--- config.mk ---
export PLATFORM = sky130hd
export DESIGN_NAME = mem_access_unit
export DESIGN_NICKNAME = d
export VERILOG_FILES = /design/src/rtl/mem_access_unit_pkg.sv /design/src/rtl/mem_align.sv /design/src/rtl/mem_access_unit.sv
export SDC_FILE = /design/constraint.sdc
export NUM_CORES = 1
export LEC_CHECK = 0
export CAP_MARGIN = 15
export CORE_MARGIN = 5
export CORE_UTILIZATION = 39
export DETAILED_ROUTE_END_ITERATION = 8
export PLACE_DENSITY_LB_ADDON = 0.1
export SLEW_MARGIN = 15
export SYNTH_ARGS = -nofsm -noshare
export SYNTH_HDL_FRONTEND = slang
export SYNTH_SLANG_ARGS = --single-unit
--- constraint.sdc ---
create_clock -name clk -period 2.9 [get_ports clk]
set_input_delay 0.87 -clock clk [delete_from_list [all_inputs] [get_ports clk]]
set_output_delay 0.87 -clock clk [all_outputs]
set_load 0.01 [all_outputs]
--- src/rtl/mem_access_unit_pkg.sv ---
// Shared definitions for the memory access unit: funct3 load/store encodings,
// the access FSM state type and the alignment-fault predicate.
package mem_access_unit_pkg;

  localparam logic [2:0] F3Byte  = 3'b000;  // LB / SB
  localparam logic [2:0] F3Half  = 3'b001;  // LH / SH
  localparam logic [2:0] F3Word  = 3'b010;  // LW / SW
  localparam logic [2:0] F3ByteU = 3'b100;  // LBU
  localparam logic [2:0] F3HalfU = 3'b101;  // LHU

  typedef enum logic [1:0] {
    StIdle,
    StBusy,
    StDone
  } state_e;

  function automatic logic is_misaligned(input logic [2:0] funct3, input logic [1:0] addr_lo);
    logic mis;
    mis = 1'b0;
    if (funct3 == F3Half || funct3 == F3HalfU) mis = addr_lo[0];
    else if (funct3 == F3Word)                 mis = (addr_lo != 2'b00);
    return mis;
  endfunction

endpackage

--- src/rtl/mem_align.sv ---
// Byte-lane steering for the data bus: load lane extract/extend and
// store strobe generation with byte/half replication across lanes.
module mem_align
  import mem_access_unit_pkg::*;
#(
  parameter int unsigned DATA_WIDTH = 32
) (
  input  logic [1:0]            addr_lo_i,
  input  logic [2:0]            funct3_i,
  input  logic [DATA_WIDTH-1:0] store_data_i,
  input  logic [DATA_WIDTH-1:0] rdata_i,
  output logic [DATA_WIDTH-1:0] wdata_o,
  output logic [3:0]            wstrb_o,
  output logic [DATA_WIDTH-1:0] load_data_o
);

  logic [7:0]  byte_lane;
  logic [15:0] half_lane;

  always_comb begin
    byte_lane = rdata_i[{addr_lo_i, 3'b000} +: 8];
    half_lane = rdata_i[{addr_lo_i[1], 4'b0000} +: 16];
    unique case (funct3_i)
      F3Byte:  load_data_o = {{(DATA_WIDTH-8){byte_lane[7]}}, byte_lane};
      F3ByteU: load_data_o = {{(DATA_WIDTH-8){1'b0}}, byte_lane};
      F3Half:  load_data_o = {{(DATA_WIDTH-16){half_lane[15]}}, half_lane};
      F3HalfU: load_data_o = {{(DATA_WIDTH-16){1'b0}}, half_lane};
      default: load_data_o = rdata_i;
    endcase
  end

  // Replicating the data lets the strobes alone pick the destination lane.
  always_comb begin
    unique case (funct3_i)
      F3Byte: begin
        wstrb_o = 4'b0001 << addr_lo_i;
        wdata_o = {(DATA_WIDTH/8){store_data_i[7:0]}};
      end
      F3Half: begin
        wstrb_o = 4'b0011 << addr_lo_i;
        wdata_o = {(DATA_WIDTH/16){store_data_i[15:0]}};
      end
      default: begin
        wstrb_o = 4'b1111;
        wdata_o = store_data_i;
      end
    endcase
  end

endmodule

--- src/rtl/mem_access_unit.sv ---
// MEM-stage data bus master: one bus transaction per load/store, stalling the
// pipeline until accepted. Define MISALIGN_TRAP_EN to trap misaligned H/W accesses.
module mem_access_unit
  import mem_access_unit_pkg::*;
#(
  parameter int unsigned DATA_WIDTH = 32,
  parameter int unsigned ADDR_WIDTH = 32
) (
  input  logic                  clk,
  input  logic                  rst_n,
  input  logic [ADDR_WIDTH-1:0] ALUResultM,
  input  logic [DATA_WIDTH-1:0] WriteDataM,
  input  logic                  MemReadM,
  input  logic                  MemWriteM,
  input  logic [2:0]            funct3M,
  output logic                  dmem_req,
  output logic                  dmem_we,
  output logic [ADDR_WIDTH-1:0] dmem_addr,
  output logic [DATA_WIDTH-1:0] dmem_wdata,
  output logic [3:0]            dmem_wstrb,
  input  logic [DATA_WIDTH-1:0] dmem_rdata,
  input  logic                  dmem_ready,
  output logic [DATA_WIDTH-1:0] ReadDataM,
  output logic                  StallM,
  output logic                  MisalignM
);

  state_e                state_q, state_d;
  logic [ADDR_WIDTH-1:0] addr_q, addr_d;
  logic [DATA_WIDTH-1:0] wdata_q, wdata_d;
  logic [2:0]            funct3_q, funct3_d;
  logic                  we_q, we_d;
  logic [DATA_WIDTH-1:0] rdata_q, rdata_d;

  logic                  req_valid, misalign, access, accept;
  logic [ADDR_WIDTH-1:0] cur_addr;
  logic [DATA_WIDTH-1:0] cur_wdata, load_data;
  logic [2:0]            cur_funct3;
  logic                  cur_we;

  assign req_valid = MemReadM | MemWriteM;

`ifdef MISALIGN_TRAP_EN
  assign misalign  = req_valid & is_misaligned(funct3M, ALUResultM[1:0]);
  assign MisalignM = (state_q == StIdle) & misalign;
`else
  assign misalign  = 1'b0;
  assign MisalignM = 1'b0;
`endif

  assign access = req_valid & ~misalign;
  assign accept = dmem_req & dmem_ready;

  // Live inputs drive the bus in the issuing cycle; the captured copy holds it while waiting.
  always_comb begin
    cur_addr   = addr_q;
    cur_wdata  = wdata_q;
    cur_funct3 = funct3_q;
    cur_we     = we_q;
    if (state_q == StIdle) begin
      cur_addr   = ALUResultM;
      cur_wdata  = WriteDataM;
      cur_funct3 = funct3M;
      cur_we     = MemWriteM;
    end
  end

  always_comb begin
    addr_d   = cur_addr;
    wdata_d  = cur_wdata;
    funct3_d = cur_funct3;
    we_d     = cur_we;
    rdata_d  = (accept && !cur_we) ? load_data : rdata_q;
  end

  mem_align #(
    .DATA_WIDTH(DATA_WIDTH)
  ) u_mem_align (
    .addr_lo_i   (cur_addr[1:0]),
    .funct3_i    (cur_funct3),
    .store_data_i(cur_wdata),
    .rdata_i     (dmem_rdata),
    .wdata_o     (dmem_wdata),
    .wstrb_o     (dmem_wstrb),
    .load_data_o (load_data)
  );

  assign dmem_we   = cur_we;
  assign dmem_addr = {cur_addr[ADDR_WIDTH-1:2], 2'b00};
  assign ReadDataM = rdata_q;

  always_ff @(posedge clk) begin
    if (!rst_n) begin
      state_q  <= StIdle;
      addr_q   <= '0;
      wdata_q  <= '0;
      funct3_q <= '0;
      we_q     <= 1'b0;
      rdata_q  <= '0;
    end else begin
      state_q  <= state_d;
      addr_q   <= addr_d;
      wdata_q  <= wdata_d;
      funct3_q <= funct3_d;
      we_q     <= we_d;
      rdata_q  <= rdata_d;
    end
  end

  always_comb begin
    state_d = state_q;
    unique case (state_q)
      StIdle:  if (access) state_d = dmem_ready ? StDone : StBusy;
      StBusy:  if (dmem_ready) state_d = StDone;
      StDone:  state_d = StIdle;
      default: state_d = StIdle;
    endcase
  end

  // DONE drops the request so the accepted access is never reissued.
  always_comb begin
    dmem_req = 1'b0;
    StallM   = 1'b0;
    unique case (state_q)
      StIdle: begin
        dmem_req = access;
        StallM   = access;
      end
      StBusy: begin
        dmem_req = 1'b1;
        StallM   = 1'b1;
      end
      default: begin
      end
    endcase
  end

endmodule

==> results by group, run 1 <==
Pwr
  • Internal Power: 2910 uW
  • Sequential share of power: 37.8%
  • Leak Pwr: 0.00379 uW
  • Total power: 4080 uW
  • Sw power: 1170 uW
  • Clk pwr share: between 20% and 30%
  • Pwr Density: 499 nW/um2
  • Peak supply drop: 0.000232 V
  • Sw Ratio: 28.7%
  • Logic pwr share: 33.4%

Logic synthesis
  • Async S/R FF share, synth: 0%
  • Mapped Area: 5120 um2
  • EDFF count, synth: 0
  • Register area share after synthesis: approximately two fifths
  • Synth Instances: 534
  • Synth Warn #: 0
  • Synth area leader: dfxtp_1
  • Mapped Avg Cell Area: roughly 9.6 um2
  • Top-area cell type share of the netlist area: 39.9%
  • Netlist cell types: 42
  • Top cells by area, synth: dfxtp_1 (40%), mux2i_1 (11%), mux2_2 (7.7%)
  • Synth Flop Type: dfxtp_1
  • Flops & latches, synth: just over 100

Die
  • Die Height: 125 um
  • Die ar.: 15,500 um2
  • Effective utilization at floorplan: 40.2%
  • Ports: 208
  • Chip width: 125 um
  • # rows: 41
  • Core box area: 12,700 um2

Worst setup path
  • Worst setup path start: funct3M[2]
  • Reg2reg start: state_q[1]
  • CP max stage cell: buf_4
  • Worst Path Required: between 2 and 2.5 ns
  • Max incr delay on CP: 0.17 ns
  • Reg2reg path depth: 9
  • R2R Path End: ReadDataM[12]
  • Crit path max-delay family: buffers and inverters
  • CP max FO: 3
  • WP buf/inv: 5
  • Critical Path Source Type: primary input
  • CP most frequent cell: buf_4
  • Worst path cell trace: buf_4 > nor2_4 > nand2_2 > o31ai_4 > buf_4 > nand2_4 > buf_6 > buf_4 > mux2i_1 > buf_2
  • Setup crit end kind: output pin
  • Critical path class: primary input to output pin
  • Crit path DAT: 2.03 ns
  • Worst R2R Setup Slack: 0.72 ns

Cells and area
  • N_diodes: 0
  • Share of cells above drive strength 1: 28.1%
  • Final Cell Area: ~8000 um2
  • Final #Nets: slightly below 900
  • Non-Filler Instances: ~940
  • Area grow syn2layout: 59.9%

Clock network
  • CTS Buf Count: 9
  • CTS root buf: clkbuf_16
  • Bufs on Longest Clock Path: 2
  • CTS H-Tree Depth: 3
  • CTS tree: built
  • Worst-skew pair later-pin latency: 0.34 ns
  • Reg clk slew, reported paths: 0.06 ns
  • CTS sink cnt: 102

Place
  • Hpwl dp: 11.7 mm
  • Placed cell count: 895
  • GPL Wtd Cong: 0.928
  • Post-DP Area: 7440 um2
  • PortBufs: 204

Min path
  • HP Class: flip-flop to flip-flop
  • HP Start: ReadDataM[9]
  • Hold-critical path endpoint: ReadDataM[9]
  • Min-Delay Path Depth: 1

Run
  • Max_cap viols: 0

Timing
  • Measured slew at the worst slew-check pin: 0.704 ns
  • Max-slew headroom: between 50 and 60%
  • Setup TNS: -0.000566 ns
  • Final worst hold slack: 0.495 ns
  • Final period util: 100%
  • Final Max Tran Viols: 0
  • Highest clock rate: 345 MHz
  • Post-layout min period: ~2.9 ns
  • Final Hold Viols: 0
  • RSZ-0062 raised after global routing: true
  • Worst Setup Slack, final: -0.000566 ns
  • Final setup vio count: 1
  • Final Skew: roughly 0.0045 ns

Drt
  • Routed Antenna Nets: 0
  • Avg WL per Cell: 17.4 um
  • DRT Pass-1 Iters: 4
  • # DRC: 0
  • DR vias: 4,721
  • Routed WL: 16.5 mm
  • Vias per std cell: 5.00
  • DR iter-0 viols: 273

Global route
  • First-pass GRT wire length: 26.2 mm
  • Initial antenna violation count: 0
  • Vias in the first global route: roughly 5,000
  • Pin count of the biggest net entering global routing: slightly below 50
  • Gr usage total: 20.7%
  • Overflow after GRT: 0

Status
  • Failing checks: setup timing
  • Status: finished, violations left
## final cells by class
cell class	count	area, um2
Clock buffer	10	229
Sequential cell	102	2040
Fill cell	1099	4540
Timing Repair Buffer	300	2820
Inverter	8	30.0
Multi-Input combinational cell	348	2800
Tap cell	172	215
Clock inverter	4	50.0
## routing by layer
layer,routed length [um],vias up,GRT usage (%)
met5,0,-,0
met3,1050,28,5.53
met1,6940,2209,25.2
met2,8030,177,34.4
met4,441,0,8.90
li1,-,2307,-
## synth_stat cells, drive strengths merged (2+ instances only)
cell type,instances
a21oi,31
nand3b,2
a221oi,3
clkbuf,25
o211ai,2
a22o,7
nand3,4
nor2b,33
nor3b,3
o211a,16
inv,8
a32o,16
buf,54
mux2,35
mux2i,57
and2,38
nor3,3
dfxtp,102
nand2,21
o21ai,30
a31oi,2
or3b,2
nor2,29
o31ai,2
## worst max path at each step
stage                                 to  slack [ns]  depth (start not counted)
after floorplan           dmem_wdata[31]        0.05                          6
after global placement    dmem_wdata[13]       -0.68                          7
after detailed placement  dmem_wdata[11]       -0.74                          7
after CTS                 dmem_wdata[11]       -0.03                          7
after global routing      dmem_wdata[11]       -0.06                         10
final                      dmem_wdata[8]     -0.0006                         10
## cells by family (layout without fill, tap and decap cells)
kind of cell	Yosys count	count (layout)	synth area share, %
AOI/OAI and AO/OA	112	112	15.7
buffers and inverters	87	322	10.1
DFF	102	102	39.9
muxes	92	92	18.9
other	1	3	0.0733
and+or+nand+nor	140	141	15.2
## worst reg2reg max path: cells and delay by family, from the launching register on
| kind | cells | cell delay [ns] |
|---|---|---|
| and+or+nand+nor | 3 | 0.66 |
| AOI/OAI and AO/OA | 3 | 0.58 |
| buffers and inverters | 3 | 0.51 |
| DFF | 1 | 0.33 |
## stage by stage
step / setup WS [ns] / utilization, %
6_report: -0.000566 / 64.3
5_1_grt: -0.0610 / 64.3
2_1_floorplan: 0.0489 / -
4_1_cts: -0.0327 / 62.6
3_5_place_dp: -0.736 / 58.4
3_3_place_gp: -0.685 / 58.4
## flip-flops by register name (all words and copies together), names as in the netlist
register	cells
ReadDataM	32
addr_q	32
funct3_q	3
state_q	2
wdata_q	32
we_q	1
## power by group through the flow
| stage | Clock, uW | Sequential, uW | Combinational (uW) |
|---|---|---|---|
| floorplan | 0 | 1570 | 641 |
| global placement | 0 | 1570 | 1250 |
| detailed placement | 0 | 1570 | 1260 |
| CTS | 1210 | 1540 | 1310 |
| global route | 1270 | 1550 | 1470 |
| finish | 1170 | 1540 | 1360 |
## timing repair
| item | CTS | global route |
|---|---|---|
| gates resized for setup | 191 | 47 |
| cloned | 4 | 1 |
| buffers inserted | 23 | 9 |
| endpoints found under the setup margin | 85 | 33 |
| hold buffers | 0 | 0 |
| pin swaps | 6 | 5 |
## cells in the final DEF, fill, tap and decap left out, types with 3 or more instances in the layout
cell type	instances
nor2_1	25
nand2_1	18
a21oi_2	9
mux2i_1	46
buf_2	27
clkdlybuf4s50_1	126
buf_4	71
o21ai_1	6
a21oi_1	20
a32o_1	16
o211a_1	16
nor3_1	3
inv_1	8
buf_6	17
mux2i_4	5
clkbuf_2	3
mux2_2	33
a22o_1	7
dfxtp_1	100
a221oi_1	3
dlygate4sd2_1	33
clkbuf_16	10
mux2i_2	6
conb_1	3
dlymetal6s2s_1	11
buf_12	6
nand2_4	3
nor2_4	3
and2_1	38
o21ai_0	23
nor2b_1	33
nand3_1	3
Power figures use the tool's default switching activity.
==> run 2: changes to the inputs <==
--- a/config.mk
+++ b/config.mk
@@ -5,7 +5,7 @@
 export SDC_FILE = /design/constraint.sdc
 export NUM_CORES = 1
 export LEC_CHECK = 0
-export CAP_MARGIN = 15
+export CAP_MARGIN = 20
 export CORE_MARGIN = 5
 export CORE_UTILIZATION = 39
 export DETAILED_ROUTE_END_ITERATION = 8
==> results of run 2 <==
Same layout as run 1: the final DEF is identical, and so are final timing and power.
==> run 3: changes to the inputs <==
--- a/config.mk
+++ b/config.mk
@@ -9,6 +9,7 @@
 export CORE_MARGIN = 5
 export CORE_UTILIZATION = 39
 export DETAILED_ROUTE_END_ITERATION = 8
+export HOLD_SLACK_MARGIN = 0.08
 export PLACE_DENSITY_LB_ADDON = 0.1
 export SLEW_MARGIN = 15
 export SYNTH_ARGS = -nofsm -noshare
==> results of run 3 <==
Same layout as run 1: the final DEF is identical, and so are final timing and power.
